--- src/rtl/sn76489_psg_stereo.sv ---
// SN76489-style PSG with Game-Gear stereo panning: write decoder, tone/noise
// generators, log attenuation and registered left/right PCM mix.

module sn76489_tone_ch (
    input  logic       clock,
    input  logic       reset,
    input  logic       i_tick,
    input  logic [9:0] i_freq,
    output logic       o_out
);
    logic [9:0] r_cnt;
    logic       r_tog;
    logic       w_pcm;

    // Period 0/1 is the PCM trick: the output sits high and att drives the level.
    assign w_pcm = (i_freq <= 10'd1);

    always_ff @(posedge clock) begin
        if (reset) begin
            r_cnt <= 10'd0;
            r_tog <= 1'b0;
        end else if (i_tick) begin
            if (r_cnt <= 10'd1) begin
                r_cnt <= i_freq;
                r_tog <= w_pcm ? 1'b1 : ~r_tog;
            end else begin
                r_cnt <= r_cnt - 10'd1;
            end
        end
    end

    assign o_out = r_tog | w_pcm;
endmodule

module sn76489_psg_stereo #(
    parameter int NUM_TONES    = 3,
    parameter int CLK_DIV      = 16,
    parameter int LFSR_WIDTH   = 16,
    parameter int NOISE_TAP    = 3,
    parameter int READY_CYCLES = 32,
    parameter int OUT_WIDTH    = 16
) (
    input  logic                 clock,
    input  logic                 reset,
    input  logic [7:0]           d,
    input  logic                 nWE,
    input  logic                 nCE,
    input  logic                 nStereoCE,
    output logic                 ready,
    output logic [OUT_WIDTH-1:0] aOutL,
    output logic [OUT_WIDTH-1:0] aOutR
);
    localparam int DIVW = $clog2(CLK_DIV);
    localparam int BCW  = $clog2(READY_CYCLES) + 1;
    localparam logic [LFSR_WIDTH-1:0] SEED = {1'b1, {(LFSR_WIDTH-1){1'b0}}};

    logic                  r_psgIdle, r_stIdle;
    logic                  r_ready;
    logic [BCW-1:0]        r_busyCnt;
    logic [1:0]            r_ch;
    logic                  r_type;
    logic [2:0]            r_noiseCtl;
    logic                  r_reseed;
    logic [3:0]            r_att [4];
    logic [9:0]            r_freq [NUM_TONES];
    logic [7:0]            r_stereo;
    logic [DIVW-1:0]       r_div;
    logic [9:0]            r_ncnt;
    logic                  r_nflip;
    logic [LFSR_WIDTH-1:0] r_lfsr;
    logic [OUT_WIDTH-1:0]  r_outL, r_outR;

    logic       w_psgStb, w_stStb, w_psgAcc, w_stAcc;
    logic [1:0] w_ch;
    logic       w_type;
    logic       w_tick;
    logic [9:0] w_nReload;
    logic       w_fb;
    logic [3:0] w_chOut;
    logic [14:0] w_sumL, w_sumR;

    // Writes are edge-triggered: a strobe held low is accepted only once.
    assign w_psgStb = ~(nCE | nWE);
    assign w_stStb  = ~(nStereoCE | nWE);
    assign w_psgAcc = w_psgStb & r_psgIdle & r_ready;
    assign w_stAcc  = w_stStb & r_stIdle;

    assign w_ch   = d[7] ? d[6:5] : r_ch;
    assign w_type = d[7] ? d[4]   : r_type;

    always_ff @(posedge clock) begin
        if (reset) begin
            r_psgIdle <= 1'b1;
            r_stIdle  <= 1'b1;
            r_ready   <= 1'b1;
            r_busyCnt <= '0;
            r_stereo  <= 8'hFF;
        end else begin
            r_psgIdle <= ~w_psgStb;
            r_stIdle  <= ~w_stStb;
            if (w_stAcc)
                r_stereo <= d;
            if (w_psgAcc) begin
                r_ready   <= 1'b0;
                r_busyCnt <= BCW'(READY_CYCLES - 1);
            end else if (!r_ready) begin
                if (r_busyCnt == '0)
                    r_ready <= 1'b1;
                else
                    r_busyCnt <= r_busyCnt - 1'b1;
            end
        end
    end

    always_ff @(posedge clock) begin
        if (reset) begin
            r_ch       <= 2'd0;
            r_type     <= 1'b0;
            r_noiseCtl <= 3'd0;
            r_reseed   <= 1'b0;
            for (int i = 0; i < 4; i++)
                r_att[i] <= 4'hF;
            for (int i = 0; i < NUM_TONES; i++)
                r_freq[i] <= 10'd0;
        end else begin
            r_reseed <= 1'b0;
            if (w_psgAcc) begin
                if (d[7]) begin
                    r_ch   <= d[6:5];
                    r_type <= d[4];
                end
                if (w_type) begin
                    r_att[w_ch] <= d[3:0];
                end else if (w_ch == 2'd3) begin
                    r_noiseCtl <= d[2:0];
                    r_reseed   <= 1'b1;
                end else begin
                    for (int i = 0; i < NUM_TONES; i++) begin
                        if (w_ch == 2'(i)) begin
                            if (d[7])
                                r_freq[i][3:0] <= d[3:0];
                            else
                                r_freq[i][9:4] <= d[5:0];
                        end
                    end
                end
            end
        end
    end

    assign w_tick = (r_div == DIVW'(CLK_DIV - 1));

    always_ff @(posedge clock) begin
        if (reset)
            r_div <= '0;
        else
            r_div <= w_tick ? '0 : r_div + 1'b1;
    end

    genvar g;
    for (g = 0; g < 3; g++) begin : g_ch
        if (g < NUM_TONES) begin : g_tone
            sn76489_tone_ch u_tone (
                .clock  (clock),
                .reset  (reset),
                .i_tick (w_tick),
                .i_freq (r_freq[g]),
                .o_out  (w_chOut[g])
            );
        end else begin : g_off
            assign w_chOut[g] = 1'b0;
        end
    end

    always_comb begin
        w_nReload = r_freq[NUM_TONES-1];
        case (r_noiseCtl[1:0])
            2'd0:    w_nReload = 10'd16;
            2'd1:    w_nReload = 10'd32;
            2'd2:    w_nReload = 10'd64;
            default: w_nReload = r_freq[NUM_TONES-1];
        endcase
    end

    assign w_fb = r_noiseCtl[2] ? (r_lfsr[0] ^ r_lfsr[NOISE_TAP]) : r_lfsr[0];

    // The LFSR steps once per full flip period (on its rising half).
    always_ff @(posedge clock) begin
        if (reset) begin
            r_ncnt  <= 10'd0;
            r_nflip <= 1'b0;
            r_lfsr  <= SEED;
        end else begin
            if (r_reseed)
                r_lfsr <= SEED;
            else if (w_tick && r_ncnt <= 10'd1 && !r_nflip)
                r_lfsr <= {w_fb, r_lfsr[LFSR_WIDTH-1:1]};
            if (w_tick) begin
                if (r_ncnt <= 10'd1) begin
                    r_ncnt  <= w_nReload;
                    r_nflip <= ~r_nflip;
                end else begin
                    r_ncnt <= r_ncnt - 10'd1;
                end
            end
        end
    end

    assign w_chOut[3] = r_lfsr[0];

    function automatic logic [12:0] att_lvl(input logic [3:0] a);
        case (a)
            4'd0:    att_lvl = 13'd8191;
            4'd1:    att_lvl = 13'd6506;
            4'd2:    att_lvl = 13'd5168;
            4'd3:    att_lvl = 13'd4105;
            4'd4:    att_lvl = 13'd3261;
            4'd5:    att_lvl = 13'd2590;
            4'd6:    att_lvl = 13'd2057;
            4'd7:    att_lvl = 13'd1634;
            4'd8:    att_lvl = 13'd1298;
            4'd9:    att_lvl = 13'd1031;
            4'd10:   att_lvl = 13'd819;
            4'd11:   att_lvl = 13'd650;
            4'd12:   att_lvl = 13'd517;
            4'd13:   att_lvl = 13'd410;
            4'd14:   att_lvl = 13'd326;
            default: att_lvl = 13'd0;
        endcase
    endfunction

    always_comb begin
        logic [12:0] lvl;
        w_sumL = 15'd0;
        w_sumR = 15'd0;
        lvl    = 13'd0;
        for (int ch = 0; ch < 4; ch++) begin
            lvl = w_chOut[ch] ? att_lvl(r_att[ch]) : 13'd0;
            if (r_stereo[4+ch])
                w_sumL = w_sumL + 15'(lvl);
            if (r_stereo[ch])
                w_sumR = w_sumR + 15'(lvl);
        end
    end

    always_ff @(posedge clock) begin
        if (reset) begin
            r_outL <= '0;
            r_outR <= '0;
        end else begin
            r_outL <= OUT_WIDTH'(w_sumL);
            r_outR <= OUT_WIDTH'(w_sumR);
        end
    end

    assign ready = r_ready;
    assign aOutL = r_outL;
    assign aOutR = r_outR;
endmodule

--- config.mk ---
export PLATFORM = sky130hd
export DESIGN_NAME = sn76489_psg_stereo
export DESIGN_NICKNAME = d
export VERILOG_FILES = /design/src/rtl/sn76489_psg_stereo.sv
export SDC_FILE = /design/constraint.sdc
export NUM_CORES = 1
export LEC_CHECK = 0
export CORE_AREA = 2 2 169 204
export CTS_CLUSTER_DIAMETER = 200
export DETAILED_ROUTE_END_ITERATION = 8
export DIE_AREA = 0 0 171 206
export DONT_BUFFER_PORTS = 1
export PLACE_DENSITY = 0.55
export SLEW_MARGIN = 30
export SYNTH_ARGS = -nofsm -noshare
export SYNTH_HDL_FRONTEND = slang
export SYNTH_SLANG_ARGS = --single-unit
export TNS_END_PERCENT = 1
--- constraint.sdc ---
create_clock -name clock -period 8.49 [get_ports clock]
set_input_delay 1.2735 -clock clock [delete_from_list [all_inputs] [get_ports clock]]
set_output_delay 1.2735 -clock clock [all_outputs]
set_load 0.02 [all_outputs]
==> results.md, run 1 <==
STA:
- The final max-slew violation count is 0.
- Subtracting the final worst setup slack from the clock period gives 7.29 ns.
- Summed over all failing endpoints, the final setup total negative slack is 0 ns.
- The worst setup skew after layout is 0.0150 ns.
- The number of endpoints with negative hold slack in the final report is 0.
- Static timing analysis puts the maximum clock frequency at 0.137 GHz.
- The setup violation total in the final timing report is 0.
- In this run the tightest slew margin relative to its limit is 39.3%.
- Setup repair after global routing left no endpoint under its margin.
- The portion of the clock cycle consumed by the worst path in the final layout is 85.9%.
- The transition time of the tightest slew-check pin is 0.906 ns.

Placement:
- The sum of net half-perimeters after detailed placement is 28.4 mm.
- The congestion estimate from routability-driven global placement came to 0.912.
- Once placement completed, the tool counted placed cells totaling 2057.
- The count of buffers from port buffering is 0.

Finish:
- The number of fill cells is 3476.
- The number of antenna diodes in the final layout is 0.
- Cells with a size suffix above 1 make up 6.18% of the layout.
- The multi-input logic area is 8890 sq um.
- The register cell area after layout is 3740 sq um.
- Cells fill 42.2% of the core in the end.
- The relative area change from synthesis to final layout is 7.30%.
- The net total in the final layout is 1754.
- The count of cells in the finished layout, fillers not included, comes to 2089.

Routing:
- For this run, the detailed router's first-pass iteration total came to 5.
- The mean routed wirelength per cell is 18.1 microns.
- Wires add up to 37.9 mm.
- Using the TritonRoute via totals, the vias-per-cell ratio works out to 5.76.
- After detailed routing, the number of remaining DRC violations is 0.
- The count of vias placed by the detailed router is 12000.
- The count of routing violations after the opening detailed-route iteration is 862.
- The post-route antenna net violation count is 0.

Critical path:
- The setup path with the least slack is of type register to register.
- The capturing element type of the critical path is a register.
- The data arrival time of the critical path is 7.63 ns.
- The worst setup path is launched from a register.
- Of all nets on the critical path, the largest fanout is 10.
- For the worst setup path, the data required time is 8.83 ns.

Yosys:
- The count of distinct cell types in the synthesized netlist is 89.
- The area share of the largest cell type after synthesis is 17.9%.
- The mean instance size in the synthesized netlist is 7.89 sq um.
- Counting flops with an async set or reset pin after synthesis yields a share of 0%.
- The gate count of the mapped netlist is 1668.
- Counting instances in the post-synthesis netlist gives the leading cell types as sky130_fd_sc_hd__nor2_1 (209), sky130_fd_sc_hd__nand2_1 (170), sky130_fd_sc_hd__a21oi_1 (130).
- The synthesized design contains 164 register bits.
- In the post-synthesis netlist, the biggest area contributors are sky130_fd_sc_hd__dfxtp_1 (18%), sky130_fd_sc_hd__ha_1 (11%), sky130_fd_sc_hd__edfxtp_1 (10%).
- The cell accounting for the most synthesized area is sky130_fd_sc_hd__dfxtp_1.
- By instance count, the leading cell after synthesis is sky130_fd_sc_hd__nor2_1.
- The number of warnings reported in the yosys synthesis log is 0.
- The synthesized design contains 46 enable-type register cells.
- After synthesis, flip-flops and latches occupy 28.4% of the total area.
- The synthesized netlist occupies a cell area of 13200 sq um.
- The top flip-flop cell by instance count after synthesis is sky130_fd_sc_hd__dfxtp_1.

Die:
- The total die area is 35200 sq um.
- The starting density of the core is 39.3%.
- Measured along the y axis, the die boundary spans 206 microns.
- After floorplanning, the core was sized to cover 33500 sq um.
- The number of rows in the core area is 74.
- From left edge to right edge, the die measures 171 microns.
- During I/O placement, the number of pins put on the boundary was 46.

Clock tree:
- The cts-stage hold buffer count is 0.
- The clock latency on the worst-skew pair is 0.44 ns.
- The clock transition at the registers of the reported paths is 0.07 ns.
- The H-tree was split into 4 levels.
- The maximum clock path buffer count is 2.
- For this design, the sink count on the clock tree is 164.
- TritonCTS built the clock tree.
- The tree is rooted in a sky130_fd_sc_hd__clkbuf_16.
- The number of buffers added by the clock tree synthesis step is 17.
- After clock tree synthesis, the setup repair step added 0 buffers.
- The count of cells resized by post-cts repair is 0.

Pwr:
- The worst-case IR drop observed on VDD is 142 uV.
- The static leakage is 0.00580 uW.
- The power density over cell area is 123 nW/um^2.
- Overall power consumption after layout is estimated at 1740 uW.

Hold path:
- The worst hold-check path type is register to register.

GRT:
- The number of global-route vias before repair is 11300.
- The first global-routing pass estimated 59.9 mm of wire.
- For this run, the total global-route usage over all layers was measured as 21.6%.
- Entering global routing, the biggest net connects 92 pins.
- The number of antenna violations at the first check in global routing is 0.
- The overflow left after global routing is 0.

Job:
- The number of max-cap violations is 0.

Run status:
- The run finished with clean final reports.
-- area by class of cell --
cell class,count,share of cell area [%]
tap,456,4.04
sequential,164,26.5
clock inverter,12,0.824
multi-input combinational,1359,62.9
inverter,65,1.73
clock buffer,20,3.31
timing repair buffer,13,0.691
-- worst paths after layout --
path / startpoint / end / slack [ns] / cells after the start
max: r_att[0][1]$_SDFFCE_PN1P_ / aOutR[14]$_SDFF_PP0_ / 1.20 / 25
min: r_lfsr[13]$_SDFFE_PP0P_ / r_lfsr[12]$_SDFFE_PP0P_ / 0.45 / 2
max reg2reg: r_att[0][1]$_SDFFCE_PN1P_ / aOutR[14]$_SDFF_PP0_ / 1.20 / 25
min reg2reg: r_lfsr[13]$_SDFFE_PP0P_ / r_lfsr[12]$_SDFFE_PP0P_ / 0.45 / 2
-- registers in the layout, summed over array words and instances (netlist names) --
register and cells:
r_busyCnt 6, r_psgIdle 1, aOutL 15, r_noiseCtl 3, aOutR 15, r_ch 2, r_type 1, r_att 16
r_ncnt 10, r_stIdle 1, r_stereo 8, g_ch.g_tone.u_tone.r_tog 3, r_lfsr 16, r_nflip 1, ready 1, r_freq 30
r_div 4, r_reseed 1, g_ch.g_tone.u_tone.r_cnt 30
-- per-stage QoR --
stage / instance area, sq um / worst slack [ns] / hold slack, ns
2_1_floorplan: 13200 / 2.42 / 0.432
3_3_place_gp: 13500 / 1.47 / 0.437
3_5_place_dp: 13500 / 1.30 / 0.445
4_1_cts: 14100 / 1.27 / 0.450
5_1_grt: 14100 / 0.630 / 0.467
6_report: 14100 / 1.20 / 0.450
-- power breakdown --
| group | switching [uW] | internal (uW) |
|---|---|---|
| logic | 66.8 | 40.1 |
| clock network | 343 | 434 |
| registers | 31.5 | 824 |
-- worst max-delay path, stage by stage (launching register included) --
cell and delay [ns]:
sky130_fd_sc_hd__edfxtp_1 0.52, sky130_fd_sc_hd__inv_1 0.18, sky130_fd_sc_hd__ha_1 0.39, sky130_fd_sc_hd__mux2i_1 0.11, sky130_fd_sc_hd__a22oi_2 0.52, sky130_fd_sc_hd__nand2_1 0.17, sky130_fd_sc_hd__xor2_1 0.19, sky130_fd_sc_hd__ha_1 0.20
sky130_fd_sc_hd__a41oi_1 0.43, sky130_fd_sc_hd__o21bai_1 0.11, sky130_fd_sc_hd__a21oi_1 0.19, sky130_fd_sc_hd__xnor2_1 0.09, sky130_fd_sc_hd__a21oi_1 0.33, sky130_fd_sc_hd__inv_1 0.08, sky130_fd_sc_hd__ha_1 0.32, sky130_fd_sc_hd__o21ai_0 0.21
sky130_fd_sc_hd__a21oi_1 0.12, sky130_fd_sc_hd__o311ai_0 0.56, sky130_fd_sc_hd__a31oi_1 0.29, sky130_fd_sc_hd__o311ai_1 0.53, sky130_fd_sc_hd__ha_1 0.32, sky130_fd_sc_hd__nor3_1 0.08, sky130_fd_sc_hd__a2111oi_0 0.67, sky130_fd_sc_hd__a31oi_1 0.17
sky130_fd_sc_hd__a21o_1 0.18, sky130_fd_sc_hd__a31o_2 0.24
-- routing by layer --
layer | track usage (%) | vias up | share of wire (%)
met1 | 27.1 | 5707 | 45
met5 | 0 | - | 0
li1 | - | 5988 | -
met4 | 7.63 | 0 | 2.9
met2 | 37.4 | 270 | 49
met3 | 3.26 | 64 | 3.8
-- cells in the final DEF, fill, tap and decap left out, drive strengths merged, types with 20 or more instances in the layout --
master and n:
a31oi 35, nand2b 21, and2 22, nor2 209, nand3 33, or3 23
o21ai 105, clkbuf 20, a21o 25, a21oi 132, nand2 171, xor2 21
xnor2 43, edfxtp 46, nor3 71, o211ai 20, a211oi 38, ha 117
inv 65, mux2i 24, dfxtp 118
-- cells by family (layout without fill, tap and decap cells) --
logic type               count (synthesis)  after routing  synth area share (%)
XOR/XNOR                                65             65                  4.49
AND/OR/NAND/NOR                        621            621                  21.8
AO/OA/AOI/OAI                          507            507                  25.7
flip-flops                             164            164                  28.4
multiplexers                            43             43                  3.53
buffers and inverters                  146            110                  4.28
other                                    1              2                0.0285
adder cells (fa/ha/maj)                121            121                  11.7
Power figures use the tool's default switching activity.
==> inputs of run 2 (changes only) <==
--- a/config.mk
+++ b/config.mk
@@ -5,12 +5,12 @@
 export SDC_FILE = /design/constraint.sdc
 export NUM_CORES = 1
 export LEC_CHECK = 0
-export CORE_AREA = 2 2 169 204
+export CORE_AREA = 2 2 152 183
 export CTS_CLUSTER_DIAMETER = 200
 export DETAILED_ROUTE_END_ITERATION = 8
-export DIE_AREA = 0 0 171 206
+export DIE_AREA = 0 0 154 185
 export DONT_BUFFER_PORTS = 1
-export PLACE_DENSITY = 0.55
+export PLACE_DENSITY = 0.65
 export SLEW_MARGIN = 30
 export SYNTH_ARGS = -nofsm -noshare
 export SYNTH_HDL_FRONTEND = slang
==> results.md, run 2 (synthesis results as in run 1) <==
Run status:
- The run finished with clean final reports.

Critical path:
- The worst reg-to-reg setup slack came to 1.27 ns (+0.07 ns).
- The number of buffer and inverter stages on the critical path is 3 (+1).
- The worst register-to-register path ends at aOutR[14]$_SDFF_PP0_.
- The launching point of the worst reg2reg path is r_att[0][1]$_SDFFCE_PN1P_.
- The logic depth of the worst register-to-register path is 27 (+8.0%).
- The worst setup path is launched from a register.
- The largest incremental delay on the critical path came to 0.65 ns (-0.02 ns).
- The worst setup path startpoint is r_att[0][1]$_SDFFCE_PN1P_.
- On the critical path, the stage with the largest delay is an instance of sky130_fd_sc_hd__a2111oi_0.
- The maximum fanout along the worst path is 10 (unchanged).
- The instance count on the critical path is 27 (+8.0%).
- The data arrival time of the critical path was 7.56 ns (-0.07 ns).
- The type of the worst setup path is register to register.
- By instance count, the cell type seen most on the critical path is sky130_fd_sc_hd__ha_1.
- The critical path required time was 8.83 ns (about the same).
- In this run the worst setup path terminates at aOutR[14]$_SDFF_PP0_.
- Among cell families on the critical path, the largest total delay comes from compound AO/OA/AOI/OAI gates.
- STA classifies the critical path endpoint as a register.

Finish:
- In the layout the commonest cells are sky130_fd_sc_hd__nor2_1 (209), sky130_fd_sc_hd__nand2_1 (170), sky130_fd_sc_hd__a21oi_1 (130).
- The net total in the final layout is 1757 (+0.17%).
- In the final layout, the registers with the most flip-flops are g_ch.g_tone.u_tone.r_cnt x30, r_freq x30.
- The register cell area after layout is 3740 sq um (unchanged).
- The number of fill cells is 2556 (-26%).
- The multi-input logic area is 8880 sq um (about the same).
- The relative area change from synthesis to final layout is 6.65%.
- The number of inserted diodes is 0 (unchanged).
- The most common library cell in the layout ignoring fill and taps is sky130_fd_sc_hd__nor2_1.
- The layout cell share with drive strength beyond 1 was 6.30% (+0.11 points).

Clock tree:
- The clock transition at the registers of the reported paths was 0.08 ns (about the same).
- The count of cells resized by post-cts repair is 0 (unchanged).
- The cts-stage hold buffer count is 0 (unchanged).
- The root buffer selected by CTS is sky130_fd_sc_hd__clkbuf_16.
- The sink count of the clock tree is 164 (unchanged).
- TritonCTS built the clock tree.
- The number of buffers added by the clock tree synthesis step is 17 (unchanged).
- The maximum level of the CTS H-tree is 4 (unchanged).
- The number of buffers inserted to repair setup after CTS came to 0 (unchanged).
- The maximum clock path buffer count is 2 (unchanged).
- The clock latency on the worst-skew pair is 0.44 ns (about the same).

Job:
- The number of max-cap violations is 0 (unchanged).

GRT:
- The number of antenna violations at the first check in global routing came to 0 (unchanged).
- The global-route usage over all layers was 25.3% (+3.7 points).
- The overflow left after global routing is 0 (unchanged).
- The pin count of the biggest net entering global routing is 92 (unchanged).
- The first-pass GRT wire length is 57.8 mm (-3.5%).
- The number of global-route vias before repair was 11300 (-0.088%).

STA:
- The timing-limited maximum frequency was 0.139 GHz (+1.0%).
- The worst setup skew after layout is 0.0177 ns (+0.00270 ns).
- The portion of the clock cycle consumed by the worst path in the final layout was 85.0% (-0.85 points).
- The worst hold slack after final layout is 0.449 ns (-0.00145 ns).
- The number of endpoints with negative hold slack in the final report was 0 (unchanged).
- The setup violation total in the final timing report came to 0 (unchanged).
- The final critical-path required period is 7.22 ns (-0.0720 ns).
- The transition time of the tightest slew-check pin is 0.903 ns (-0.00355 ns).
- The relative slew slack was 39.3% (about the same).
- The final max-slew violation count is 0 (unchanged).
- The setup TNS was 0 ns (unchanged).
- Setup repair after global routing left no endpoint under its margin.

Die:
- The total core area is 26800 sq um (-20%).
- The total die area was 28500 sq um (-19%).
- The number of rows in the core area is 66 (-11%).
- The floorplan die height was 185 microns (-10%).
- The die width came to 154 microns (-9.9%).
- The starting density of the core is 49.1% (+9.8 points).
- The number of placed I/O pins is 46 (unchanged).

Routing:
- The post-route antenna net violation count is 0 (unchanged).
- The count of routing violations after the opening detailed-route iteration is 866 (+0.46%).
- The first-pass iteration count of the detailed router is 5 (unchanged).
- The count of vias placed by the detailed router is 12200 (+1.1%).
- The routed via count divided by cell count is 6.15 (+6.9%).
- The final wirelength came to 35.9 mm (-5.3%).
- The mean routed wirelength per cell is 18.2 microns (+0.12%).
- The DRC violation count after routing is 0 (unchanged).

Placement:
- The count of buffers from port buffering is 0 (unchanged).
- The sum of net half-perimeters after detailed placement is 27.1 mm (-4.6%).
- The routability congestion estimate from global placement came to 0.939 (+2.9%).

Pwr:
- The internal power consumption is 1350 uW (+4.1%).
- The part of the power in registers is 47.8% (-1.4 points).
- The clock share of power is 46.1% (+1.4 points).
- The power density over cell area is 127 nW/um^2 (+3.3%).
- The net switching fraction of the power is 24.4% (-0.97 points).
- The fraction of power consumed by combinational cells is 6.1% (about the same).
- The static leakage was 0.00583 uW (+0.52%).
- The maximum ir drop on the vdd rail is 97.0 uV (-32%).
- The net switching power figure is 436 uW (-1.2%).

Hold path:
- The worst hold-check path type is register to register.
-- run 2: worst reg2reg max path, cell delays in order, from the launching register on --
cell	delay [ns]
sky130_fd_sc_hd__edfxtp_1	0.53
sky130_fd_sc_hd__inv_1	0.18
sky130_fd_sc_hd__ha_1	0.39
sky130_fd_sc_hd__mux2i_1	0.11
sky130_fd_sc_hd__a22oi_2	0.54
sky130_fd_sc_hd__nand2_1	0.16
sky130_fd_sc_hd__xor2_1	0.19
sky130_fd_sc_hd__ha_1	0.20
sky130_fd_sc_hd__a41oi_1	0.42
sky130_fd_sc_hd__o21bai_1	0.11
sky130_fd_sc_hd__a21oi_1	0.18
sky130_fd_sc_hd__xnor2_1	0.08
sky130_fd_sc_hd__a21oi_1	0.33
sky130_fd_sc_hd__inv_1	0.09
sky130_fd_sc_hd__ha_1	0.32
sky130_fd_sc_hd__o21ai_0	0.22
sky130_fd_sc_hd__inv_1	0.08
sky130_fd_sc_hd__a2111oi_0	0.58
sky130_fd_sc_hd__nor2_1	0.12
sky130_fd_sc_hd__xnor2_1	0.21
sky130_fd_sc_hd__a21oi_1	0.10
sky130_fd_sc_hd__ha_1	0.42
sky130_fd_sc_hd__nand3_1	0.10
sky130_fd_sc_hd__o211a_1	0.24
sky130_fd_sc_hd__a2111oi_0	0.65
sky130_fd_sc_hd__a31oi_1	0.19
sky130_fd_sc_hd__a21o_1	0.18
sky130_fd_sc_hd__a31o_2	0.23
-- run 2: cell type report --
type | instances | share of cell area, %
clock buffers | 19 | 3.23
clock inverters | 13 | 1.22
inverters | 65 | 1.74
multi-input cells | 1359 | 63.3
flip-flops and latches | 164 | 26.7
well taps | 340 | 3.03
repair buffers | 16 | 0.855
-- run 2: worst min path at each step --
stage	from	to	slack [ns]	cells after the start
global placement	r_lfsr[11]$_SDFFE_PP0P_	r_lfsr[10]$_SDFFE_PP0P_	0.44	2
CTS	r_lfsr[2]$_SDFFE_PP0P_	r_lfsr[1]$_SDFFE_PP0P_	0.45	2
global route	r_lfsr[8]$_SDFFE_PP0P_	r_lfsr[7]$_SDFFE_PP0P_	0.47	2
floorplan	r_lfsr[11]$_SDFFE_PP0P_	r_lfsr[10]$_SDFFE_PP0P_	0.43	2
finish	r_lfsr[7]$_SDFFE_PP0P_	r_lfsr[6]$_SDFFE_PP0P_	0.45	2
detailed placement	r_lfsr[2]$_SDFFE_PP0P_	r_lfsr[1]$_SDFFE_PP0P_	0.44	2
-- run 2: metal layers --
layer	global-route usage [%]	share of wire, %
met2	42.8	47
met5	0	0
met3	4.19	5.3
met1	31.5	43
met4	12.1	4.4
-- run 2: power groups by stage --
stage / clock network, uW / registers (uW) / logic (uW)
6_report: 824 / 853 / 108
3_3_place_gp: 0 / 870 / 105
4_1_cts: 835 / 853 / 108
5_1_grt: 865 / 856 / 121
2_1_floorplan: 0 / 858 / 93.9
3_5_place_dp: 0 / 870 / 108
-- run 2: metrics by stage --
step | power [uW] | cells | cell area (sq um) | utilization (%) | setup slack, ns
after floorplan | 952 | 1669 | 13200 | - | 2.42
after global placement | 976 | 1944 | 13400 | 50.0 | 1.61
after detailed placement | 978 | 1944 | 13400 | 50.0 | 1.40
after CTS | 1800 | 1976 | 14000 | 52.3 | 1.38
after global routing | 1840 | 1976 | 14000 | 52.3 | 0.584
final | 1790 | 1976 | 14000 | 52.3 | 1.27
==> variant (settings of run 2) <==
Reset style: asynchronous (`reset`), changed in 6 clocked blocks.
--- a/src/rtl/sn76489_psg_stereo.sv
+++ b/src/rtl/sn76489_psg_stereo.sv
@@ -17,3 +17,3 @@
 
-    always_ff @(posedge clock) begin
+    always_ff @(posedge clock or posedge reset) begin
         if (reset) begin
@@ -90,3 +90,3 @@
 
-    always_ff @(posedge clock) begin
+    always_ff @(posedge clock or posedge reset) begin
         if (reset) begin
@@ -114,3 +114,3 @@
 
-    always_ff @(posedge clock) begin
+    always_ff @(posedge clock or posedge reset) begin
         if (reset) begin
@@ -152,3 +152,3 @@
 
-    always_ff @(posedge clock) begin
+    always_ff @(posedge clock or posedge reset) begin
         if (reset)
@@ -187,3 +187,3 @@
     // The LFSR steps once per full flip period (on its rising half).
-    always_ff @(posedge clock) begin
+    always_ff @(posedge clock or posedge reset) begin
         if (reset) begin
@@ -245,3 +245,3 @@
 
-    always_ff @(posedge clock) begin
+    always_ff @(posedge clock or posedge reset) begin
         if (reset) begin
Formal check against the unedited RTL: differs if reset is asserted again (counterexample within 4 cycles, from zero or initial values and one cycle with reset high); with reset held inactive, the same outputs for 4 cycles.
==> variant against run 2 <==
- area after synthesis decreased by 0.45%
- worst hold slack improved by 0.029 ns
- sequential cell count unchanged
- global-route usage decreased by 1.8 points
- count of clock-buffer cells in the layout decreased by 1
- routed wire length decreased by 9.8%
- clock skew decreased by 0.0069 ns
- design area about the same
- worst setup slack improved by 0.67 ns
- non-clock buffer count decreased by 6
- critical path depth increased by 2
- largest cell class unchanged
Power is left out: it rests on default switching activity, and per cell area and clock period it moved more than threefold.
==> variant: results (changes against run 2) <==
- Max_slew headroom: 38.8% (-0.55 points)
- CTS Buf Count: 17 (unchanged)
- Hold Path Stages: 2 (unchanged)
- Postcts setup bufs: 0 (unchanged)
- Synth warnings: 0 (unchanged)
- Buffers on Ports: 0 (unchanged)
- CTS Buffer Depth: 2 (unchanged)
- Tot GR Track Use: 23.5% (-1.8 points)
- R2R depth: 29 (+7.4%)
- DR vias/cell: 5.88 (-4.4%)
- Dpl cell area: 13400 um^2 (-0.20%)
- Final Net Count: 1600 (-8.9%)
- Clock Pin Slew Worst Setup and Hold Paths: 0.07 ns
- Outcome: completed
- Pre-CTS setup slack: 2.04 ns (+0.641 ns)
- Pin count of the biggest net entering global routing: 90 (-2.2%)
- FFs w/ async S/R, synth: 100% (+100 points)
- Diodes inserted: 0 (unchanged)
- Synth unique cells: 83 (-6.7%)
- Vias in the first global route: 10300 (-9.2%)
- Drt pass-1 iters: 5 (unchanged)
- Crit-path slowest cell: dfstp_2
- Cell with the most instances after synthesis: nor2_1
- Critical Path Max Stage Delay: 0.64 ns
- Most common library cells after synthesis: 138 x nor2_1, 136 x dfrtp_1, 125 x a21oi_1, 125 x nand2_1, 117 x ha_1
- Initial antenna violation count: 0 (unchanged)
- CP top delay family: compound AO/OA/AOI/OAI gates
- Final Non-Filler Cells: 1819 (-7.9%)
- Largest regs: g_ch.g_tone.u_tone.r_cnt x30, r_freq x30
- Hpwl dp: 24200 um (-11%)
- Share of layout cells above drive strength 1: 13.6% (+7.3 points)
- Mapped Cells: 1501 (-10%)
- Setup Skew: 0.0108 ns (-0.00688 ns)
- Crit Path Max Fanout: 11 (+1)
- HP Class: register to register
- Root buffer cell: clkbuf_16
- DR WL/cell: 17.8 um (-2.0%)
- Synth area leaders: dfrtp_1 26%, ha_1 11%, mux2_2 8.3%, dfstp_2 5.6%, a21oi_1 4.8%
- Htree depth: 4 (unchanged)
- Clock latency on the worst-skew pair: 0.44 ns (about the same)
- Register area share after synthesis: 31.6% (+3.1 points)
- Placed Instances: 1787 (-8.1%)
- Initial DRC count: 593 (-32%)
- Cts hold-fix bufs: 0 (unchanged)
- CP arrival: 6.87 ns (-0.69 ns)
- Gpl congestion: 0.978 (+4.1%)
- First-pass GRT wire length: 53400 um (-7.5%)
- Post_cts resized: 0 (unchanged)
==> variant: cell families (layout without fill, tap and decap cells) <==
| kind of cell | Yosys count | after routing | synth area share [%] |
|---|---|---|---|
| AOI/OAI and AO/OA | 405 | 405 | 20.0 |
| xor gates and xnor gates | 72 | 72 | 4.81 |
| adders and majority gates | 122 | 122 | 11.9 |
| buffers and inverters | 137 | 114 | 4.05 |
| DFF | 164 | 164 | 31.6 |
| muxes | 117 | 117 | 10.2 |
| other | 1 | 2 | 0.0286 |
| and+or+nand+nor | 483 | 483 | 17.5 |
==> variant: layer usage <==
metal / global-route usage [%] / wire length (um) / vias to the layer above
met4: 9.79 / 1130 / 0
met2: 40.5 / 15700 / 215
met5: 0 / 0 / -
met3: 3.63 / 1060 / 58
met1: 29.5 / 14500 / 5068
li1: - / - / 5359
==> variant: area by class of cell <==
type                    count  area, um^2
clock buffers              18         429
inverters                  72         275
well taps                 340         425
multi-input cells        1201        8460
repair buffers             10        91.3
flip-flops and latches    164        4140
fillers                  2433       12800
clock inverters            14         214
==> variant: path summary, 6_finish.rpt <==
kind,from,endpoint,slack (ns)
max,r_att[12]$_DFFE_PP1P_,aOutR[14]$_DFF_PP0_,1.94
min,g_ch[1].g_tone.u_tone.r_cnt[8]$_DFFE_PP0N_,g_ch[1].g_tone.u_tone.r_cnt[8]$_DFFE_PP0N_,0.48
max reg2reg,r_att[12]$_DFFE_PP1P_,aOutR[14]$_DFF_PP0_,1.94
min reg2reg,g_ch[1].g_tone.u_tone.r_cnt[8]$_DFFE_PP0N_,g_ch[1].g_tone.u_tone.r_cnt[8]$_DFFE_PP0N_,0.48
max in group asynchronous,reset,r_att[8]$_DFFE_PP1P_,6.38
min in group asynchronous,reset,r_lfsr[9]$_DFFE_PP0P_,0.83
